<file path="config.mk">
export PLATFORM = sky130hd
export DESIGN_NAME = pll_mult_reconfig_ctrl
export DESIGN_NICKNAME = d
export VERILOG_FILES = /design/src/rtl/pll_mult_reconfig_ctrl.sv
export SDC_FILE = /design/constraint.sdc
export NUM_CORES = 1
export LEC_CHECK = 0
export BUFFER_PORTS_ARGS = -buffer_cell sky130_fd_sc_hd__buf_2
export CAP_MARGIN = 30
export CORE_MARGIN = 2
export CORE_UTILIZATION = 45
export DETAILED_ROUTE_END_ITERATION = 10
export PLACE_DENSITY = 0.65
export SKIP_LAST_GASP = 1
export SLEW_MARGIN = 0
export SYNTH_ARGS = -nofsm -noshare
export SYNTH_HDL_FRONTEND = slang
export SYNTH_SLANG_ARGS = --single-unit
</file>
<file path="constraint.sdc">
create_clock -name mdclk -period 5.65 [get_ports mdclk]
set_clock_uncertainty 0.05 [all_clocks]
set_input_delay 1.13 -clock mdclk [delete_from_list [all_inputs] [get_ports mdclk]]
set_output_delay 1.13 -clock mdclk [all_outputs]
set_load 0.1 [all_outputs]
</file>
<file path="src/rtl/pll_mult_reconfig_ctrl.sv">
// PLL feedback-multiplier reconfiguration sequencer.
// Takes a multiplier request and holds the PLL in reset. Writes the multiplier
// register over MDRP and reads it back. Then releases reset and waits for lock,
// retrying the whole sequence on lock timeout. After reset it runs a write-less
// boot path (reset pulse, release, wait for lock) before accepting requests.
//
// state      | meaning
// -----------+------------------------------------------------------------
// IDLE       | ready for a request; pll_rst holds whatever the last run left
// RST_ASSERT | pll_rst high, counting RST_CYCLES
// ADDR       | MDRP load-address strobe (MULT_ADDR)
// WRITE      | MDRP write-data strobe (latched multiplier)
// RD_ADDR    | MDRP load-address strobe for readback
// READ       | MDRP read strobe
// RD_WAIT    | wait RD_LATENCY cycles, compare mdrdo with multiplier
// RELEASE    | pll_rst low, lock timer loaded
// LOCK_WAIT  | wait for synced lock or timer terminal count
module pll_mult_reconfig_ctrl #(
  parameter logic [7:0] MULT_ADDR    = 8'h04,
  parameter int         MULT_MIN     = 2,
  parameter int         MULT_MAX     = 64,
  parameter int         RST_CYCLES   = 16,
  parameter int         RD_LATENCY   = 2,
  parameter int         LOCK_TIMEOUT = 65535,
  parameter int         MAX_RETRY    = 3
) (
  input  logic       mdclk,
  input  logic       reset,
  input  logic       req_valid,
  input  logic [7:0] req_mult,
  output logic       req_ready,
  output logic       busy,
  output logic       done,
  output logic       err,
  output logic [1:0] err_code,
  output logic [7:0] cur_mult,
  input  logic       pll_lock,
  output logic       lock,
  output logic       pll_rst,
  output logic [1:0] mdopc,
  output logic       mdainc,
  output logic [7:0] mdwdi,
  input  logic [7:0] mdrdo
);

  localparam logic [3:0] S_IDLE       = 4'd0;
  localparam logic [3:0] S_RST_ASSERT = 4'd1;
  localparam logic [3:0] S_ADDR       = 4'd2;
  localparam logic [3:0] S_WRITE      = 4'd3;
  localparam logic [3:0] S_RD_ADDR    = 4'd4;
  localparam logic [3:0] S_READ       = 4'd5;
  localparam logic [3:0] S_RD_WAIT    = 4'd6;
  localparam logic [3:0] S_RELEASE    = 4'd7;
  localparam logic [3:0] S_LOCK_WAIT  = 4'd8;

  localparam logic [1:0] OP_NOP   = 2'b00;
  localparam logic [1:0] OP_WRITE = 2'b01;
  localparam logic [1:0] OP_READ  = 2'b10;
  localparam logic [1:0] OP_ADDR  = 2'b11;

  localparam logic [1:0] EC_RANGE    = 2'b01;
  localparam logic [1:0] EC_READBACK = 2'b10;
  localparam logic [1:0] EC_TIMEOUT  = 2'b11;

  // Counters hold limit-1 at most, so $clog2 of the limit is always wide enough.
  localparam int RST_W = (RST_CYCLES   > 1) ? $clog2(RST_CYCLES)   : 1;
  localparam int RD_W  = (RD_LATENCY   > 1) ? $clog2(RD_LATENCY)   : 1;
  localparam int LT_W  = (LOCK_TIMEOUT > 1) ? $clog2(LOCK_TIMEOUT) : 1;
  localparam int RTY_W = (MAX_RETRY    > 0) ? $clog2(MAX_RETRY + 1) : 1;

  localparam logic [RST_W-1:0] RST_LOAD  = RST_W'(RST_CYCLES - 1);
  localparam logic [RD_W-1:0]  RD_LOAD   = RD_W'(RD_LATENCY - 1);
  localparam logic [LT_W-1:0]  LT_LOAD   = LT_W'(LOCK_TIMEOUT - 1);
  localparam logic [RTY_W-1:0] RETRY_LIM = RTY_W'(MAX_RETRY);
  localparam logic [7:0]       MIN8      = 8'(MULT_MIN);
  localparam logic [7:0]       MAX8      = 8'(MULT_MAX);

  logic [3:0]       state_q,    state_d;
  logic             boot_q,     boot_d;
  logic [7:0]       mult_q,     mult_d;
  logic [RTY_W-1:0] retry_q,    retry_d;
  logic [RST_W-1:0] rst_cnt_q,  rst_cnt_d;
  logic [RD_W-1:0]  rd_cnt_q,   rd_cnt_d;
  logic [LT_W-1:0]  lock_tmr_q, lock_tmr_d;
  logic             busy_q,     busy_d;
  logic             done_q,     done_d;
  logic             err_q,      err_d;
  logic [1:0]       err_code_q, err_code_d;
  logic [7:0]       cur_mult_q, cur_mult_d;
  logic             pll_rst_q,  pll_rst_d;
  logic             lock_meta_q, lock_meta_d;
  logic             lock_sync_q, lock_sync_d;
  logic             lock_q,     lock_d;

  logic             req_in_range;

  assign req_in_range = (req_mult >= MIN8) && (req_mult <= MAX8);

  // Next-state and next-output logic for the sequencer.
  always_comb begin
    state_d     = state_q;
    boot_d      = boot_q;
    mult_d      = mult_q;
    retry_d     = retry_q;
    rst_cnt_d   = rst_cnt_q;
    rd_cnt_d    = rd_cnt_q;
    lock_tmr_d  = lock_tmr_q;
    busy_d      = busy_q;
    done_d      = 1'b0;
    err_d       = 1'b0;
    err_code_d  = err_code_q;
    cur_mult_d  = cur_mult_q;
    pll_rst_d   = pll_rst_q;
    lock_meta_d = pll_lock;
    lock_sync_d = lock_meta_q;

    case (state_q)
      S_IDLE: begin
        if (req_valid) begin
          mult_d  = req_mult;
          retry_d = '0;
          if (req_in_range) begin
            busy_d    = 1'b1;
            pll_rst_d = 1'b1;
            rst_cnt_d = RST_LOAD;
            state_d   = S_RST_ASSERT;
          end else begin
            err_d      = 1'b1;
            err_code_d = EC_RANGE;
          end
        end
      end

      S_RST_ASSERT: begin
        pll_rst_d = 1'b1;
        if (rst_cnt_q == '0) begin
          if (boot_q) begin
            pll_rst_d  = 1'b0;
            lock_tmr_d = LT_LOAD;
            state_d    = S_RELEASE;
          end else begin
            state_d = S_ADDR;
          end
        end else begin
          rst_cnt_d = rst_cnt_q - RST_W'(1);
        end
      end

      S_ADDR:    state_d = S_WRITE;
      S_WRITE:   state_d = S_RD_ADDR;
      S_RD_ADDR: state_d = S_READ;

      S_READ: begin
        rd_cnt_d = RD_LOAD;
        state_d  = S_RD_WAIT;
      end

      S_RD_WAIT: begin
        if (rd_cnt_q == '0) begin
          if (mdrdo == mult_q) begin
            pll_rst_d  = 1'b0;
            lock_tmr_d = LT_LOAD;
            state_d    = S_RELEASE;
          end else begin
            // PLL stays in reset: its multiplier register is in an unknown state.
            err_d      = 1'b1;
            err_code_d = EC_READBACK;
            busy_d     = 1'b0;
            state_d    = S_IDLE;
          end
        end else begin
          rd_cnt_d = rd_cnt_q - RD_W'(1);
        end
      end

      S_RELEASE: state_d = S_LOCK_WAIT;

      S_LOCK_WAIT: begin
        if (lock_sync_q) begin
          state_d = S_IDLE;
          boot_d  = 1'b0;
          if (!boot_q) begin
            done_d     = 1'b1;
            busy_d     = 1'b0;
            cur_mult_d = mult_q;
          end
        end else if (lock_tmr_q == '0) begin
          pll_rst_d = 1'b1;
          if (retry_q < RETRY_LIM) begin
            retry_d   = retry_q + RTY_W'(1);
            rst_cnt_d = RST_LOAD;
            state_d   = S_RST_ASSERT;
          end else begin
            state_d = S_IDLE;
            boot_d  = 1'b0;
            if (!boot_q) begin
              err_d      = 1'b1;
              err_code_d = EC_TIMEOUT;
              busy_d     = 1'b0;
            end
          end
        end else begin
          lock_tmr_d = lock_tmr_q - LT_W'(1);
        end
      end

      default: state_d = S_IDLE;
    endcase

    // Using busy_d lets lock rise in the same cycle as the done pulse.
    lock_d = lock_sync_q & ~busy_d;
  end

  // State and output registers with synchronous reset into the boot path.
  always_ff @(posedge mdclk) begin
    if (reset) begin
      state_q     <= S_RST_ASSERT;
      boot_q      <= 1'b1;
      mult_q      <= '0;
      retry_q     <= '0;
      rst_cnt_q   <= RST_LOAD;
      rd_cnt_q    <= '0;
      lock_tmr_q  <= '0;
      busy_q      <= 1'b0;
      done_q      <= 1'b0;
      err_q       <= 1'b0;
      err_code_q  <= '0;
      cur_mult_q  <= '0;
      pll_rst_q   <= 1'b1;
      lock_meta_q <= 1'b0;
      lock_sync_q <= 1'b0;
      lock_q      <= 1'b0;
    end else begin
      state_q     <= state_d;
      boot_q      <= boot_d;
      mult_q      <= mult_d;
      retry_q     <= retry_d;
      rst_cnt_q   <= rst_cnt_d;
      rd_cnt_q    <= rd_cnt_d;
      lock_tmr_q  <= lock_tmr_d;
      busy_q      <= busy_d;
      done_q      <= done_d;
      err_q       <= err_d;
      err_code_q  <= err_code_d;
      cur_mult_q  <= cur_mult_d;
      pll_rst_q   <= pll_rst_d;
      lock_meta_q <= lock_meta_d;
      lock_sync_q <= lock_sync_d;
      lock_q      <= lock_d;
    end
  end

  // MDRP strobes are decoded straight from the state so each lasts one cycle.
  always_comb begin
    mdopc = OP_NOP;
    mdwdi = 8'h00;
    case (state_q)
      S_ADDR: begin
        mdopc = OP_ADDR;
        mdwdi = MULT_ADDR;
      end
      S_WRITE: begin
        mdopc = OP_WRITE;
        mdwdi = mult_q;
      end
      S_RD_ADDR: begin
        mdopc = OP_ADDR;
        mdwdi = MULT_ADDR;
      end
      S_READ: begin
        mdopc = OP_READ;
      end
      default: begin
        mdopc = OP_NOP;
        mdwdi = 8'h00;
      end
    endcase
  end

  assign req_ready = (state_q == S_IDLE);
  assign busy      = busy_q;
  assign done      = done_q;
  assign err       = err_q;
  assign err_code  = err_code_q;
  assign cur_mult  = cur_mult_q;
  assign lock      = lock_q;
  assign pll_rst   = pll_rst_q;
  assign mdainc    = 1'b0;

endmodule

</file>
; ---- Yosys cells after proc, flatten, opt, wreduce, memory -nomap -nowiden
; Index checks and enable logic that the tools add are counted.
[word_totals]
ff_bits = 53
latch_bits = 0
mem_bits_rw = 0
mem_bits_ro = 0
inputBits = 20
output_inout_bits = 27
wordCells = 147
n_memories = 0
[classes]
n_addsub = 4
n_mul = 0
div_mod_pow = 0
n_lt_le_gt_ge = 3
eq_ne = 26
shift = 0
mux = 71
bitwise = 5
n_reduce_logical = 22
[ops]
columns = op, count
row1 = two-way mux 16 bit, 6
row2 = two-way mux 4 bit, 12
row3 = case mux 16 bit (3 select lines), 1
row4 = case mux 4 bit (9 select lines), 1
row5 = "inequality test 2 bit, second input constant", 15
row6 = two-way mux 1 bit, 28
row7 = two-way mux 2 bit, 12
row8 = AND reduction 7 bit, 3
row9 = "== test 4 x 3 -> 1 bit, second input constant", 4
row10 = zero test 16 bit, 1
row11 = case mux 8 bit (2 select lines), 1
row12 = "subtractor 16 x 1 -> 16 bit, second input constant", 1
row13 = case mux 2 bit (3 select lines), 2
row14 = case mux 4 bit (3 select lines), 1
row15 = AND reduction 5 bit, 2
row16 = AND reduction 9 bit, 1
row17 = nonzero test 3 bit, 3
row18 = "== test 4 x 2 -> 1 bit, second input constant", 2
row19 = == test 8 bit, 1
row20 = ">= comparator 8 x 2 -> 1 bit, second input constant", 1
row21 = "less-or-equal comparator 8 x 7 -> 1 bit, second input constant", 1
row22 = zero test 4 bit, 2
row23 = two-way mux 3 bit, 2
row24 = case mux 1 bit (3 select lines), 2
row25 = 20 further kinds, 26

; ---- Logic depth before layout (Yosys ltp)
; Gate-level depths: netlist (run 1).
[depth]
word_depth = 7
depth_mapped = 9
ltp_nobuf = 8

; ---- Least setup slack after synthesis (run 1)
; Ideal clock, no wire load.
[synth_path]
kind = reg2out
from = register state_q[2]
to = output port mdopc[0]
arrival_ns = 2.696
required_time_ns = 4.470
slack_ns = 1.774
stages_incl_launch_ff = 5
n_path_buf = 1
cell_sequence = dfxtp_1 clkbuf_1 inv_1 or3_1 a21oi_1
[synth_between]
elab_chain_cells = 3
elab_cells_between_ends = 6
classes_between = 4 x eq/ne / 1 x mux / 1 x reduce/logical
[synth_lines]
columns = item, line
row1 = "start, declared", 78  ; logic [3:0] state_q, state_d;
row2 = "start signal, assigned", 234  ; state_q <= state_d;
row3 = == test 4 x 3 -> 1 bit or == test 4 x 2 -> 1 bit (tied branches), 257  ; case (state_q)
row4 = OR reduction 2 bit (no line), n/a
row5 = case mux 2 bit (3 select lines) *, 257
row6 = "end, declared", 40  ; output logic [1:0] mdopc,
; Mark *: on every way between the ends. The rest lies on a longest branch, timed or not.

; ---- Worst setup path after layout (run 1)
[layout_path]
from = register state_q[1]
to = output port mdwdi[0]
[layout_between]
elab_chain_cells = 3
elab_cells_between_ends = 5
classes_between = 3 x eq/ne / 1 x mux / 1 x reduce/logical
[layout_lines]
columns = item, line
row1 = == test 4 x 3 -> 1 bit or == test 4 x 2 -> 1 bit (tied branches), 257
row2 = OR reduction 2 bit (no line), n/a
row3 = case mux 8 bit (2 select lines) *, 257
row4 = "end, declared", 42  ; output logic [7:0] mdwdi,
; Marks and branches as above.

==> results.md, run 1 <==
- Critical path class: reg2out
- Vias in the first global route: 2379
- Maximum VDD drop: 0.000258 V
- Largest net degree at the start of global routing: 54
- Chip height: roughly 85 um
- Cts repair resizes: 0
- Syn Area/Cell: ~8.6 um^2
- CTS clk-pin slew, worst paths: 100 ps
- DRT antenna net count: 0
- Final instance area: between 3000 and 4000 um^2
- Core Area: 6350 um^2
- Mapped Cells: around 350
- # DRC: 0
- Vias/cell: 5.63
- Max frequency: 0.276 GHz
- Syn nets: 369
- Simple-gate share of the synthesized area: 0.307
- Total Wirelength: 6.77 mm
- Psw: 714 uW
- Post-synth top flop: dfxtp_1
- CTS Buf Count: 5
- Share of power burned in registers: 0.325
- # nets final: 399
- Cell row count: 29
- Most common cell in the netlist: dfxtp_1
- First-pass GRT wire length: 11.1 mm
- Root buffer selected by CTS: clkbuf_8
- Least-Margin Pin Slew: 950 ps
- Hold Path Class: reg2reg
- Clock power share: 0.166
- Initial Util: 0.468
- Synth Area in Compound Gates: 0.162
- Worst-path cell chain: nor2b_1 -> nand2_1 -> nor2_1 -> and2_1 -> buf_2
- Post-synthesis cell type count: 66
- Die Wd: between 80 and 90 um
- Pint: 851 uW
- Slew margin rel.: 0.367
- GRT Overall Usage: 0.188
- Final setup TNS: 0 ps
- Synth Area in XOR/XNOR: 0.0590
- Grt ovf: 0
- RD Place Congestion: 0.806
- CP peak stage delay: 730 ps
- CTS Hold Bufs: 0
- DRT iter0 DRCs: 187
- Worst Path Arrival: 2450 ps
- Count of pins over their slew limit: 0
- Post-CTS Setup Inserts: 0
- Pwr/cell area: between 400 and 500 nW/um^2
- #FFs+latches synth: 53
- Diode count: 0
- Critical path buffer and inverter count: 1
- # H-tree levels: 2
- Vias: 2552
- Period utilization: 0.642
- Synth Cell Area: ~3000 um^2
- Final setup fails: 0
- Mux cell area share after synthesis: 0.0375
- CTS tree: done
- Adder-cell share of the synthesized area: 0.0169
- Top delay family on crit path: simple AND/OR/NAND/NOR gates
- # IOs: 47
- Tmin final: 3630 ps
- Worst Setup Start Kind: flip-flop
- Worst-Skew Late Latency: around 310 ps
- Max-cap violation count: 0
- Post-synth top cells: dfxtp_1, a21oi_1, nor2_1, nand2_1, xnor2_1
- Layout cells sized above 1: 0.221
- EDFF count, synth: 0
- Synth-to-layout area growth: 9.86%
- Sw Ratio: 0.456
- RSZ-0062 raised after global routing: no
- Yosys warning count: 0
- HPWL Detailed: about 4.8 mm
- Initial antenna violation count: 0
- Async S/R FF share, synth: 0
- I/O Buffers: 45
- Share of the synthesized area in the top cell type: 0.357
- Crit-path max FO: 20
- Drt pass-1 iters: 4
- Final hold violation count: 0
- Worst path slowest cell: dfxtp_1
- Worst EP required: 4470 ps
- Placed Area: 3150 um^2
- Die area: 7260 um^2
- Drt wl/cell: 14.9 um
- Finished Core Util: 0.514
- Status: finished clean
- Comb pwr share: 0.509
- Seq/Total Area, Yosys: 0.357
- TritonCTS Sinks: 53
- Main combinational cell family by area after synthesis: simple AND/OR/NAND/NOR gates
- Post-synth top area cell: dfxtp_1
- Max clock buf depth: 2
- CP Capture Type: output pin
- Leakage: between 1 and 1.5 nW
- Synth top area cells: dfxtp_1, a21oi_1, xnor2_1, nor4_2, nor2_1
## per-stage QoR
stage          total power, mW  hold slack, ps  std cells  setup slack, ps
2_1_floorplan             1.21             364        345             1770
3_3_place_gp              1.30             376        445             2480
3_5_place_dp              1.31             373        445             2370
4_1_cts                   1.57             405        453             2030
5_1_grt                   1.68             421        453             1850
6_report                  1.57             399        453             2020
## registers in the layout, summed over array words and instances, names as in the netlist, 2 cells and up
signal      count
retry_q         2
rst_cnt_q       4
lock_tmr_q     16
state_q         4
mult_q          8
err_code        2
cur_mult        8
## power by group through the flow
stage | clock network, mW | logic [mW] | registers, mW
after floorplan | 0 | 0.700 | 0.514
after global placement | 0 | 0.783 | 0.513
after detailed placement | 0 | 0.797 | 0.516
after CTS | 0.266 | 0.798 | 0.507
after global routing | 0.277 | 0.882 | 0.519
final | 0.259 | 0.797 | 0.509
## cell usage in the layout (no fill, tap or decap), types with 3 or more instances in the layout
cell and count:
nand2b_1 7, ha_1 4, nor3_1 10, xnor2_1 18, a31oi_1 3, buf_2 45
o21ai_0 6, or2_2 3, nand4_1 6, dfxtp_1 53, nand4b_1 4, mux2i_1 10
or4_4 3, and2_1 7, nand3_1 13, or3_1 3, o211ai_1 4, nand2_1 25
nor2b_1 6, a21oi_1 38, inv_1 8, nor4_2 11, nor2_1 33, clkbuf_8 5
## worst paths after layout
check                                    from             to  slack, ps  depth (start not counted)
worst max-delay path               state_q[1]       mdwdi[0]       2020                          5
worst min-delay path              lock_meta_q    lock_sync_q        400                          1
worst max register to register  lock_tmr_q[2]  lock_tmr_q[0]       2780                          6
worst min register to register    lock_meta_q    lock_sync_q        400                          1
## routing by layer
layer  global-route usage  up-vias  share of wire
li1                     -     1291              -
met1                0.249     1203           0.46
met2                0.308       49           0.48
met3               0.0399        9          0.046
met4               0.0577        0          0.014
met5                    0        -              0
## worst register-to-register path, stage by stage, from the launching register on
cell and delay (ps):
dfxtp_1 370, or4_4 590, or4_4 570, a21oi_2 630, nor3_1 250, mux2i_1 210, nor2_1 50
## cells by family (layout without fill, tap and decap cells)
kind of cell,after synthesis,in the layout
simple gates,150,150
buf+inv,31,62
flops,53,53
compound gates,75,75
mux,11,11
other cells,1,1
fa+ha+maj,4,4
xor+xnor,20,20
## cell type report
| type | instances | area [um^2] |
|---|---|---|
| multi-input cells | 261 | 1730 |
| inverters | 9 | 33.8 |
| clock inverters | 2 | 38.8 |
| flip-flops and latches | 53 | 1060 |
| well taps | 77 | 96.3 |
| repair buffers | 45 | 225 |
| clock buffers | 6 | 72.6 |
| fillers | 602 | 3090 |
(Power assumes the default switching activity.)
==> run 2, diff against run 1 <==
clock period = 3.8 ns   (was 5.65 ns; I/O delays follow)
==> run 2 against run 1 <==
Design area decreased by 0.46%. First-iteration DRC count fell by 26%. Highest routed layer unchanged. Register-to-register slack got worse by 1800 ps. Largest cell class unchanged. Die area is the same. Global-route usage grew 0.44 points. Non-clock buffer count unchanged. Hold slack better by 9.0 ps. Critical path depth is the same. Sequential share of layout area grew 0.15 points. Worst setup slack worse by 1500 ps. Total power grew 45%. Cell count unchanged. Largest power group unchanged.
==> results.md, run 2 (same netlist as run 1, synthesis figures left out) <==
- Status: finished clean
- Cts repair resizes: 0 (unchanged)
- Chip height: 85.2 um (unchanged)
- # nets final: 399 (unchanged)
- Hold path startpoint: lock_meta_q
- CTS clk-pin slew, worst paths: 90 ps (about the same)
- CTS tree: done
- Hold Path Class: reg2reg
- Critical path class: reg2out
- Share of power burned in registers: 0.332 (+0.007)
- CP Capture Type: output pin
- Core Area: 6350 um^2 (unchanged)
- # IOs: 47 (unchanged)
- Drt wl/cell: 14.8 um (-0.97%)
- Largest register FFs: 16 (unchanged)
- Biggest register: lock_tmr_q
- Worst EP required: 2990 ps (-1480 ps)
- # H-tree levels: 2 (unchanged)
- Pwr/cell area: 699 nW/um^2 (+46%)
- Cell row count: 29 (unchanged)
- Final setup TNS: 0 ps (unchanged)
- Initial antenna violation count: 0 (unchanged)
- Grt ovf: 0 (unchanged)
- CTS Hold Bufs: 0 (unchanged)
- Drt pass-1 iters: 4 (unchanged)
- Post-CTS Setup Inserts: 0 (unchanged)
- Vias/cell: 5.71 (+1.3%)
- CTS Buf Count: 5 (unchanged)
- Worst Path Arrival: 2450 ps (about the same)
- CP startpoint: state_q[1]
- GRT Overall Usage: 0.192 (+0.00438)
- Diode count: 0 (unchanged)
- Vias: 2585 (+1.3%)
- Root buffer selected by CTS: clkbuf_8
- Total Wirelength: 6.70 mm (-0.97%)
- Max-cap violation count: 0 (unchanged)
- Crit-path max FO: 20 (unchanged)
- Period utilization: 0.857
- Final hold violation count: 0 (unchanged)
- TritonCTS Sinks: 53 (unchanged)
- Sw Ratio: 0.464 (+0.00807)
- Initial Util: 0.468 (unchanged)
- Maximum VDD drop: 0.000362 V (+41%)
- Die Wd: 85.2 um (unchanged)
- # DRC: 0 (unchanged)
- Die area: 7260 um^2 (unchanged)
- DRT antenna net count: 0 (unchanged)
- Synth-to-layout area growth: 9.36%
- Leakage: 1.28 nW (-0.33%)
- Max frequency: 0.307 GHz
- RD Place Congestion: 0.825 (+2.3%)
- Pint: 1.22 mW (+43%)
- First-pass GRT wire length: 11.3 mm (+1.9%)
- Most common cell after layout, fill and taps aside: dfxtp_1
- Count of pins over their slew limit: 0 (unchanged)
- Max clock buf depth: 2 (unchanged)
- Final setup fails: 0 (unchanged)
- HPWL Detailed: 4.78 mm (-0.26%)
- Tmin final: around 3300 ps
- RSZ-0062 raised after global routing: no
- Psw: 1.05 mW (+48%)
- Worst-Skew Late Latency: 320 ps (about the same)
- DRT iter0 DRCs: 138 (-26%)
- I/O Buffers: 45 (unchanged)
- Worst slack, placed: 924 ps (-1440 ps)
- Largest net degree at the start of global routing: 54 (unchanged)
- Comb pwr share: 0.520 (+0.011)
- Worst Setup Start Kind: flip-flop
- Setup WS post-layout: 544 ps (-1480 ps)
- RR Startpoint: lock_tmr_q[0]
- Commonest non-fill, non-tap cells in the layout: dfxtp_1, buf_2, a21oi_1
- Slew margin rel.: 0.368 (+0.00129)
- Layout cells sized above 1: 0.223 (+0.00266)
- Vias in the first global route: 2392 (+0.55%)
- Least-Margin Pin Slew: 948 ps (-1.94 ps)
- Clock power share: 0.148 (-0.018)
==> run 2: stage by stage <==
stage | util | std cells | hold WS, ps | power, mW | cell area, um^2
6_report | 0.511 | 453 | 408 | 2.27 | 3250
5_1_grt | 0.511 | 453 | 414 | 2.45 | 3250
4_1_cts | 0.511 | 453 | 410 | 2.28 | 3250
3_5_place_dp | 0.496 | 445 | 380 | 1.94 | 3150
3_3_place_gp | 0.496 | 445 | 368 | 1.93 | 3150
2_1_floorplan | - | 345 | 364 | 1.81 | 2970
==> run 2: critical path, stage by stage, from the launching register on <==
cell and delay [ps]:
dfxtp_1 710, nor2b_1 240, nand2_1 120, nor2_1 430
and2_1 210, buf_2 420
==> run 2: worst paths after layout <==
kind,cells past startpoint,endpoint,slack [ps]
max,5,mdwdi[5],540
min,1,lock_sync_q,410
max reg2reg,8,state_q[3],1010
min reg2reg,1,lock_sync_q,410
==> run 2: cell type report <==
type	count	area, um^2
clock inverter	2	13.8
sequential	53	1060
fill	598	3100
multi-input combinational	261	1730
clock buffer	6	82.6
timing repair buffer	45	225
inverter	9	33.8
tap	77	96.3
==> run 2: power groups by stage <==
stage	Combinational (mW)	Clock [mW]	Sequential, mW
floorplan	1.04	0	0.765
global placement	1.16	0	0.764
detailed placement	1.18	0	0.763
CTS	1.18	0.346	0.750
global route	1.31	0.367	0.769
finish	1.18	0.337	0.752
==> run 2: routing by layer <==
layer | routed length (um) | share of wire | vias to the layer above | GRT usage
met5 | 0 | 0 | - | 0
met4 | 73 | 0.011 | 0 | 0.0519
met3 | 324 | 0.048 | 8 | 0.0379
met2 | 3230 | 0.48 | 59 | 0.320
met1 | 3080 | 0.46 | 1228 | 0.255
li1 | - | - | 1290 | -
==> run 3, diff against run 2 <==
REMOVE_ABC_BUFFERS = 1   (was not set)
==> run 3 against run 2 <==
Sequential cell count unchanged. First-iteration DRC count grew 65%. Sequential power hardly changed. Sequential share of layout area unchanged. Fmax grew 2.7%. Wire length decreased by 1.7%. Critical endpoint is now mdwdi[7]. Highest routed layer unchanged.
==> results.md, run 3 (same netlist as run 1, synthesis figures left out) <==
- Period utilization: 0.834 (-0.0223)
- CTS clk-pin slew, worst paths: 90 ps (about the same)
- Max frequency: 0.315 GHz (+2.7%)
- Count of pins over their slew limit: 0 (unchanged)
- Die Wd: 85.2 um (unchanged)
- Grt ovf: 0 (unchanged)
- Worst Setup Start Kind: flip-flop
- Worst Reg2Reg Path Length in Cells: 8 (unchanged)
- I/O Buffers: 45 (unchanged)
- Final setup TNS: 0 ps (unchanged)
- Total Wirelength: 6.59 mm (-1.7%)
- Met1 GRT Util: 0.265 (+0.0103)
- Pwr/cell area: 702 nW/um^2 (+0.41%)
- # DRC: 0 (unchanged)
- Synth-to-layout area growth: 9.36% (unchanged)
- Slew margin rel.: 0.360 (-0.00819)
- RR Startpoint: lock_tmr_q[0]
- Reg-to-Reg End: lock_tmr_q[0]
- Worst slack, placed: 930 ps (+5.54 ps)
- Worst Path Arrival: 2360 ps (-90 ps)
- Layout cells sized above 1: 0.223 (unchanged)
- Worst-Skew Late Latency: 310 ps (about the same)
- Initial Util: 0.468 (unchanged)
- Vias in the first global route: 2335 (-2.4%)
- Most common cell after layout, fill and taps aside: dfxtp_1
- HPWL Detailed: 4.72 mm (-1.1%)
- Max clock buf depth: 2 (unchanged)
- CTS Hold Bufs: 0 (unchanged)
- Chip height: 85.2 um (unchanged)
- RSZ-0062 raised after global routing: no
- Diode count: 0 (unchanged)
- # fillers: 623 (+4.2%)
- CP peak stage delay: 710 ps (about the same)
- Setup WS post-layout: 629 ps (+84.7 ps)
- GRT Overall Usage: 0.186 (-0.00610)
- Least-Margin Pin Slew: 960 ps (+12.3 ps)
- Worst EP required: 2990 ps (about the same)
- Die area: 7260 um^2 (unchanged)
- Vias/cell: 5.56 (-2.5%)
- Tmin final: 3170 ps (-84.7 ps)
- Drt pass-1 iters: 4 (unchanged)
- Final setup fails: 0 (unchanged)
- CP Capture Type: output pin
- CTS Buf Count: 5 (unchanged)
- First-pass GRT wire length: 11.1 mm (-2.1%)
- Largest net degree at the start of global routing: 54 (unchanged)
- CP startpoint: state_q[1]
- Root buffer selected by CTS: clkbuf_8
- Final hold violation count: 0 (unchanged)
- M3 GR Usage: 0.0370 (-0.000973)
- Max-cap violation count: 0 (unchanged)
- Worst path slowest cell: dfxtp_1
- Cts repair resizes: 0 (unchanged)
- TritonCTS Sinks: 53 (unchanged)
- Crit path to: mdwdi[7]
- Gr busiest metal: met2
- # nets final: 399 (unchanged)
- Commonest non-fill, non-tap cells in the layout: dfxtp_1, buf_2, a21oi_1
- Vias: 2520 (-2.5%)
- Initial antenna violation count: 0 (unchanged)
- RD Place Congestion: 0.851 (+3.2%)
- DRT antenna net count: 0 (unchanged)
- Status: finished clean
- Pwr Total: 2.28 mW (+0.41%)
- R2R Setup Slk: 970 ps (-40 ps)
- Worst-path cell chain: nor2b_1 -> nand2_1 -> nor2_1 -> and2_1 -> buf_2
- Biggest register: lock_tmr_q
- Maximum VDD drop: 0.000457 V (+26%)
- # IOs: 47 (unchanged)
- Post-CTS Setup Inserts: 0 (unchanged)
- Drt wl/cell: 14.5 um (-1.7%)
- Grt met2 use: 0.282 (-0.0384)
- DRT iter0 DRCs: 228 (+65%)
- CTS tree: done
- Largest register FFs: 16 (unchanged)
- Core Area: 6350 um^2 (unchanged)
- Critical path class: reg2out
- Hold Path Class: reg2reg
- Cell row count: 29 (unchanged)
- Crit-path max FO: 20 (unchanged)
- # H-tree levels: 2 (unchanged)
- Leakage: 1.28 nW (unchanged)
[run 3: worst max-delay path: cells and delay by family, from the launching register on]
kind                   cells  cell delay (ps)
buffers and inverters      1              420
flip-flops                 1              710
AND/OR/NAND/NOR            4              920
[run 3: metrics by stage]
stage / hold WS [ps] / area (um^2) / instances / util
floorplan: 364 / 2830 / 323 / -
global placement: 374 / 3150 / 445 / 0.496
detailed placement: 370 / 3150 / 445 / 0.496
CTS: 394 / 3250 / 453 / 0.511
global route: 421 / 3250 / 453 / 0.511
finish: 393 / 3250 / 453 / 0.511
[run 3: report_power, final]
| group | internal (mW) | switching [mW] | leakage, nW |
|---|---|---|---|
| combinational | 0.426 | 0.763 | 0.795 |
| sequential | 0.642 | 0.112 | 0.431 |
| clock | 0.148 | 0.187 | 0.0512 |
| total | 1.22 | 1.06 | 1.28 |
[run 3: worst min-delay path by stage]
stage / slack (ps) / to / startpoint / cells after the start
4_1_cts: 390 / lock_sync_q / lock_meta_q / 1
5_1_grt: 420 / lock_sync_q / lock_meta_q / 1
3_5_place_dp: 370 / lock_sync_q / lock_meta_q / 1
6_report: 390 / lock_sync_q / lock_meta_q / 1
3_3_place_gp: 370 / lock_sync_q / lock_meta_q / 1
2_1_floorplan: 360 / lock_sync_q / lock_meta_q / 1
[run 3: area by class of cell]
class / count / area [um^2] / area share
Inverter: 9 / 33.8 / 0.0104
Timing Repair Buffer: 45 / 225 / 0.0694
Clock inverter: 2 / 13.8 / 0.00424
Clock buffer: 6 / 82.6 / 0.0254
Tap cell: 77 / 96.3 / 0.0297
Multi-Input combinational cell: 261 / 1730 / 0.534
Sequential cell: 53 / 1060 / 0.327
[run 3: per-layer routing]
metal  part of all wire  routed length, um
met5                  0                  0
met4              0.019                127
met3              0.041                269
met2               0.45               3000
met1               0.48               3190
